<file path="src/rtl/rst_sequencer.sv">
// rst_sequencer
//   Staged reset sequencer sitting between the clock generator and the SoC.
//   After rst_sys_n releases (or after a software/watchdog request seen in
//   RUN) both resets are held low for HOLD_CYCLES, then the peripheral reset
//   is released, and STAGE_GAP cycles later the core reset is released.
//   Requests that arrive while a sequence is in progress are ignored.
//
// Parameters
//   HOLD_CYCLES  cycles both resets stay low after entering HOLD (1..2^CNT_W-1)
//   STAGE_GAP    cycles between peripheral and core release   (1..2^CNT_W-1)
//   CNT_W        sequencing counter width
//
// Ports
//   clk_sys       in   system clock, rising edge
//   rst_sys_n     in   synchronous active-low reset (PLL lock AND board reset)
//   sw_rst_req    in   software reset request, level-sampled
//   wdog_rst_req  in   watchdog reset request, level-sampled
//   rst_periph_n  out  peripheral reset, active-low, registered
//   rst_core_n    out  core reset, active-low, registered
//   seq_busy      out  high while the sequence has not reached RUN, registered
//   rst_cause     out  {wdog, sw, por} cause of the last sequence, registered
//
// Configuration
//   RSTSEQ_CAUSE_EN  when defined, rst_cause is a register (3'b001 after
//                    rst_sys_n, loaded with {wdog, sw, 0} on RUN->HOLD);
//                    when undefined, rst_cause is tied to 3'b000.

module rst_sequencer #(
  parameter int unsigned HOLD_CYCLES = 16,
  parameter int unsigned STAGE_GAP   = 8,
  parameter int unsigned CNT_W       = 8
) (
  input  logic       clk_sys,
  input  logic       rst_sys_n,
  input  logic       sw_rst_req,
  input  logic       wdog_rst_req,
  output logic       rst_periph_n,
  output logic       rst_core_n,
  output logic       seq_busy,
  output logic [2:0] rst_cause
);

  typedef enum logic [1:0] {
    HOLD = 2'd0,
    GAP  = 2'd1,
    RUN  = 2'd2
  } state_t;

  localparam logic [CNT_W-1:0] HOLD_LAST = CNT_W'(HOLD_CYCLES - 1);
  localparam logic [CNT_W-1:0] GAP_LAST  = CNT_W'(STAGE_GAP - 1);

  state_t           state, state_nxt;
  logic [CNT_W-1:0] cnt, cnt_nxt;
  logic             periph_nxt;
  logic             core_nxt;
  logic             busy_nxt;
  logic             restart;

  // Any request sampled in RUN restarts the sequence; elsewhere it is ignored.
  always_comb begin
    state_nxt = state;
    cnt_nxt   = cnt;
    restart   = 1'b0;
    unique case (state)
      HOLD: begin
        if (cnt == HOLD_LAST) begin
          state_nxt = GAP;
          cnt_nxt   = '0;
        end else begin
          cnt_nxt   = cnt + 1'b1;
        end
      end
      GAP: begin
        if (cnt == GAP_LAST) begin
          state_nxt = RUN;
          cnt_nxt   = '0;
        end else begin
          cnt_nxt   = cnt + 1'b1;
        end
      end
      RUN: begin
        if (sw_rst_req | wdog_rst_req) begin
          state_nxt = HOLD;
          cnt_nxt   = '0;
          restart   = 1'b1;
        end
      end
      default: begin
        state_nxt = HOLD;
        cnt_nxt   = '0;
      end
    endcase
  end

  // Output flops are loaded from the decoded next state so that each reset
  // toggles on the same edge as the state change that causes it.
  always_comb begin
    periph_nxt = 1'b0;
    core_nxt   = 1'b0;
    busy_nxt   = 1'b1;
    unique case (state_nxt)
      HOLD: begin
        periph_nxt = 1'b0;
        core_nxt   = 1'b0;
        busy_nxt   = 1'b1;
      end
      GAP: begin
        periph_nxt = 1'b1;
        core_nxt   = 1'b0;
        busy_nxt   = 1'b1;
      end
      RUN: begin
        periph_nxt = 1'b1;
        core_nxt   = 1'b1;
        busy_nxt   = 1'b0;
      end
      default: begin
        periph_nxt = 1'b0;
        core_nxt   = 1'b0;
        busy_nxt   = 1'b1;
      end
    endcase
  end

  always_ff @(posedge clk_sys) begin
    if (!rst_sys_n) begin
      state        <= HOLD;
      cnt          <= '0;
      rst_periph_n <= 1'b0;
      rst_core_n   <= 1'b0;
      seq_busy     <= 1'b1;
    end else begin
      state        <= state_nxt;
      cnt          <= cnt_nxt;
      rst_periph_n <= periph_nxt;
      rst_core_n   <= core_nxt;
      seq_busy     <= busy_nxt;
    end
  end

`ifdef RSTSEQ_CAUSE_EN
  always_ff @(posedge clk_sys) begin
    if (!rst_sys_n) begin
      rst_cause <= 3'b001;
    end else if (restart) begin
      rst_cause <= {wdog_rst_req, sw_rst_req, 1'b0};
    end
  end
`else
  logic unused_restart;
  assign unused_restart = restart;
  assign rst_cause      = 3'b000;
`endif

endmodule

</file>
<file path="config.mk">
export PLATFORM = sky130hd
export DESIGN_NAME = rst_sequencer
export DESIGN_NICKNAME = d
export VERILOG_FILES = /design/src/rtl/rst_sequencer.sv
export SDC_FILE = /design/constraint.sdc
export NUM_CORES = 1
export LEC_CHECK = 0
export CELL_PAD_IN_SITES_DETAIL_PLACEMENT = 1
export CELL_PAD_IN_SITES_GLOBAL_PLACEMENT = 1
export CORE_ASPECT_RATIO = 0.8
export CORE_UTILIZATION = 30
export CTS_CLUSTER_SIZE = 28
export DETAILED_ROUTE_END_ITERATION = 6
export PLACE_DENSITY = 0.69
export SYNTH_ARGS = -nofsm -noshare
export SYNTH_HDL_FRONTEND = slang
export SYNTH_SLANG_ARGS = --single-unit
</file>
<file path="constraint.sdc">
create_clock -name clk_sys -period 2.1 [get_ports clk_sys]
set_input_delay 0.63 -clock clk_sys [delete_from_list [all_inputs] [get_ports clk_sys]]
set_output_delay 0.63 -clock clk_sys [all_outputs]
set_load 0.005 [all_outputs]
</file>
# Yosys cells after proc, flatten, opt, wreduce, memory -nomap -nowiden

Cells that the tools add are included.

Register bits: 13
Bits in latches: 0
Bits in writable memories: 0
Memory bits (read-only): 0
Bits of input ports: 4
Output and inout port bits: 6
Logic and storage cells: 27
Memories kept: 0

Add/sub/neg operators: 1
Multiply operators: 0
Divide/modulo/power cells: 0
Order comparisons: 0
Eq/ne operators: 7
Shifts and indexed selects: 0
Muxes and demuxes: 11
Bitwise logic cells: 1
Reductions and logical operators: 2

Operators with widths:

| operator                                       | count |
|---|---|
| 2-to-1 mux 8 bit                               | 3 |
| one-hot mux 8 bit (3 select lines)             | 1 |
| adder 8 x 1 -> 8 bit (second input constant)   | 1 |
| == test 8 x 3 -> 1 bit (second input constant) | 1 |
| == test 8 x 4 -> 1 bit (second input constant) | 1 |
| 2-to-1 mux 2 bit                               | 3 |
| one-hot mux 2 bit (3 select lines)             | 1 |
| == test 2 x 1 -> 1 bit (second input constant) | 2 |
| == test 2 bit (second input constant)          | 2 |
| 2-to-1 mux 1 bit                               | 3 |
| logical NOT 2 bit                              | 1 |
| inequality test 2 bit (second input constant)  | 1 |
| OR reduction 2 bit                             | 1 |
| bitwise OR 1 bit                               | 1 |

# Depth between registers and ports, before layout

Word-level depth: 6
Depth in mapped cells: 6

# Worst setup path before layout

No wires, ideal clock.

Kind: input port to flip-flop
Start: input port wdog_rst_req
End: register rst_periph_n
Arrival: 1.619 ns
Required time: 2.035 ns
Path slack: 0.416 ns
Stages on the path: 5
Cell sequence: nor4b_2 inv_1 nand2_1 ha_1 nor2b_1

Longest elaborated chain between the ends: 6
Elaborated cells between the ends (all ways): 7
Classes of those cells: 2 x eq/ne; 3 x mux; 1 x bitwise; 1 x reduce/logical

RTL lines:

| element                                                 | RTL line | source |
|---|---|---|
| start, declared                                         | 36       | `input logic wdog_rst_req,` |
| bitwise OR 1 bit *                                      | 82       | `if (sw_rst_req \| wdog_rst_req) begin` |
| 2-to-1 mux 2 bit *                                      | 82       |  |
| one-hot mux 2 bit (3 select lines) *                    | 64       | `unique case (state)` |
| via state_nxt[1]                                        | 52       | `state_t state, state_nxt;` |
| == test 2 bit or == test 2 x 1 -> 1 bit (tied branches) | 101      | `unique case (state_nxt)` |
| OR reduction 2 bit (no line) *                          | -        |  |
| 2-to-1 mux 1 bit *                                      | 101      |  |
| end signal, assigned                                    | 135      | `rst_periph_n <= periph_nxt;` |
| end, declared                                           | 37       | `output logic rst_periph_n,` |

The timed path passes the listed nets; every way through them passes the cells marked *.
A chain may end at the register's enable or synchronous reset.

# Worst setup path after layout

Start: register cnt[4]
End: register rst_periph_n

Longest elaborated chain between the ends: 6
Elaborated cells between the ends (all ways): 9
Classes of those cells: 4 x eq/ne; 4 x mux; 1 x reduce/logical

RTL lines:

| element                                                          | RTL line | source |
|---|---|---|
| start, declared                                                  | 53       | `logic [CNT_W-1:0] cnt, cnt_nxt;` |
| start signal, assigned                                           | 134      | `cnt <= cnt_nxt;` |
| == test 8 x 3 -> 1 bit or == test 8 x 4 -> 1 bit (tied branches) | 74, 66   |  |
| 2-to-1 mux 2 bit (on tied branches)                              | 74, 66   |  |
| one-hot mux 2 bit (3 select lines) *                             | 64       |  |
| == test 2 bit or == test 2 x 1 -> 1 bit (tied branches)          | 101      |  |
| OR reduction 2 bit (no line) *                                   | -        |  |
| 2-to-1 mux 1 bit *                                               | 101      |  |

Mark *: on every way between the ends. The rest lies on a longest branch, timed or not.

==> run metrics <==
Num CTS Buffers=3; number of antenna violations at the first check in global routing=0; share of post-route cells with drive strength above 1=16.0%; hold buffer count at CTS=0; sort of element at the start of the critical path=register; number of maximum-capacitance violations=0; status=finished clean; number of cells produced by synthesis=81; pin count of the biggest net entering global routing=10; most frequently used flop master after synthesis=sky130_fd_sc_hd__dfxtp_1; area fraction of the dominant cell type after synthesis=36.7%; Internal Pwr Total=0.000351 W; num rows=15; average cell area after synthesis=8.74 µm²; power per cell area=568 mW/mm²; number of I/O port buffers=6; area of the core=0.00220 mm²; number of nets still failing antenna checks after routing=0; net switching fraction of the power=27.1%; area enclosed by the die boundary=0.00256 mm²; vias per inst=5.30; Static Leakage=0.303 nW; combinational cell fraction of total power=10.9%; RSZ-0062 raised after global routing=false; share of synthesized area occupied by flip-flops and latches=36.7%; Final Critical Period=1.86 ns; total wire length after detailed routing=1760 µm; achievable clock frequency=538 MHz; ANT cells=0; utilization of the core after routing=38.6%; number of iterations in the first detailed-routing pass=4; post-route DRC violation count=0; floorplan die width=56.3 µm; TritonCTS clock tree=done; clock insertion delay at the later pin of the skew report=0.29 ns; count of flip-flops with a built-in enable after synthesis=0; P_sw=0.000130 W; hold path startpoint=cnt[5]; die span in y=45.5 µm; global-route usage over all layers=15.6%; fin worst setup slack=0.241 ns; I/O Pins=10; Synth area leaders=sky130_fd_sc_hd__dfxtp_1 (37%), sky130_fd_sc_hd__nand3_1 (7.8%), sky130_fd_sc_hd__ha_1 (5.3%); Final setup viols=0; CP Data Arrival Time=2.09 ns; total negative slack for setup checks=0 ns; clock tree skew after final layout=0.0130 ns; routed wire length per instance=14.8 µm; worst reg2reg startpoint=cnt[4]; slew margin rel.=57.5%; clock sink count=13; Worst-path clk slew=0.10 ns; power share of the clock group=34.1%; portion of total power attributed to sequential cells=55.1%; worst slack at placement=0.165 ns; number of cells upsized or downsized after cts=0; Detailed Place HPWL=1330 µm; global placer's final weighted congestion=0.851; vias in the first global route=626; dominant cell type by area after synthesis=sky130_fd_sc_hd__dfxtp_1; critical path capture point type=register; instance area at placement=821 µm²; overall via count from detail_route=631; maximum fanout encountered on the critical timing path=6; Max Slew Vio Count=0; yosys warns=0; total congestion overflow=0; post-layout net count=102; Synth async-reset ratio=0%; final critical-path share of the clock period=88.5%; area growth from synthesis to layout=19.8%; post-synthesis cell type count=34; first-pass GRT wire length=2890 µm; flops & latches, synth=13; worst hold path type=register to register; endpoint required time on the critical path=2.33 ns; maximum root-to-sink buffer count=2; # H-tree levels=1; cell area after synthesis=708 µm²; Worst VDD drop=0.418 mV; Slew @ Worst Pin=0.629 ns; Final Instance Area=848 µm²; library cell used as clock root buffer=sky130_fd_sc_hd__clkbuf_4; starting DRC count in detailed routing=6; number of hold violations in the final report=0; starting density of the core=32.3%; Worst setup startpoint=cnt[4]; number of buffers inserted to repair setup after CTS=0; category of the most critical setup path=register to register
## layout by cell type, fill, tap and decap left out, types with 2 or more instances in the layout
master                            count
sky130_fd_sc_hd__dfxtp_1             13
sky130_fd_sc_hd__clkdlybuf4s50_1      6
sky130_fd_sc_hd__nor2_1               2
sky130_fd_sc_hd__o31a_1               2
sky130_fd_sc_hd__ha_1                 3
sky130_fd_sc_hd__conb_1               3
sky130_fd_sc_hd__nand2b_1             2
sky130_fd_sc_hd__o211ai_1             2
sky130_fd_sc_hd__clkbuf_4             3
sky130_fd_sc_hd__nor2b_1              3
sky130_fd_sc_hd__o21ai_0              6
sky130_fd_sc_hd__nand4_1              2
sky130_fd_sc_hd__nand2_1              4
sky130_fd_sc_hd__a21boi_0             2
sky130_fd_sc_hd__buf_4                6
sky130_fd_sc_hd__inv_1                5
sky130_fd_sc_hd__a31oi_1              2
sky130_fd_sc_hd__nand3_1             11
## metal layers
layer,part of all wire (%),global-route usage (%)
met5,0,0
met4,0.74,5.37
met3,4.3,6.25
met2,44,26.0
met1,51,18.8
## layout make-up
cell class	count	area [µm²]
fill	257	1350
multi-input combinational	60	405
inverter	5	18.8
clock inverter	1	5.00
sequential	13	260
clock buffer	3	22.5
tap	25	31.3
timing repair buffer	12	105
## sequential cells by signal (all words and copies together), names as in the netlist
register,count
rst_core_n,1
seq_busy,1
state,2
rst_periph_n,1
cnt,8
## stage by stage
stage / total power, W / instances / hold WS [ns]
detailed placement: 0.000322 / 115 / 0.501
global placement: 0.000321 / 115 / 0.486
finish: 0.000482 / 119 / 0.529
global route: 0.000501 / 119 / 0.562
floorplan: 0.000302 / 83 / 0.464
CTS: 0.000485 / 119 / 0.526
## synth_stat cells, types with 2 or more instances
library cell               count
sky130_fd_sc_hd__dfxtp_1      13
sky130_fd_sc_hd__a21boi_0      2
sky130_fd_sc_hd__a31oi_1       2
sky130_fd_sc_hd__nand2_1       4
sky130_fd_sc_hd__o31a_1        2
sky130_fd_sc_hd__nor2_1        2
sky130_fd_sc_hd__nand4_1       2
sky130_fd_sc_hd__inv_1         5
sky130_fd_sc_hd__nand2b_1      2
sky130_fd_sc_hd__o211ai_1      2
sky130_fd_sc_hd__nor2b_1       3
sky130_fd_sc_hd__buf_4         3
sky130_fd_sc_hd__o21ai_0       6
sky130_fd_sc_hd__nand3_1      11
sky130_fd_sc_hd__ha_1          3
## final timing paths
path	cells after the start	slack [ns]	end
max	5	0.24	rst_periph_n
min	1	0.53	cnt[5]
max reg2reg	5	0.24	rst_periph_n
min reg2reg	1	0.53	cnt[5]
## cells by family after synthesis
family	count (synthesis)	share of synthesized area, %
flops	13	36.7
simple gates	33	28.4
compound gates	19	19.4
fa+ha+maj	3	5.30
buf+inv	10	7.07
other cells	1	0.530
xor+xnor	2	2.47
## critical path, cell delays in order (launching register included)
cell and delay (ns):
sky130_fd_sc_hd__dfxtp_1 0.38, sky130_fd_sc_hd__or4b_4 0.59, sky130_fd_sc_hd__o21ai_0 0.30, sky130_fd_sc_hd__a21o_1 0.20, sky130_fd_sc_hd__ha_1 0.23, sky130_fd_sc_hd__nor2b_1 0.10
## power by group through the flow
stage / clock [W] / combinational, W / sequential [W]
after floorplan: 0 / 0.0000341 / 0.000268
after global placement: 0 / 0.0000506 / 0.000270
after detailed placement: 0 / 0.0000515 / 0.000271
after CTS: 0.000168 / 0.0000522 / 0.000265
after global routing: 0.000177 / 0.0000584 / 0.000266
final: 0.000164 / 0.0000523 / 0.000265
(Power assumes the default switching activity.)
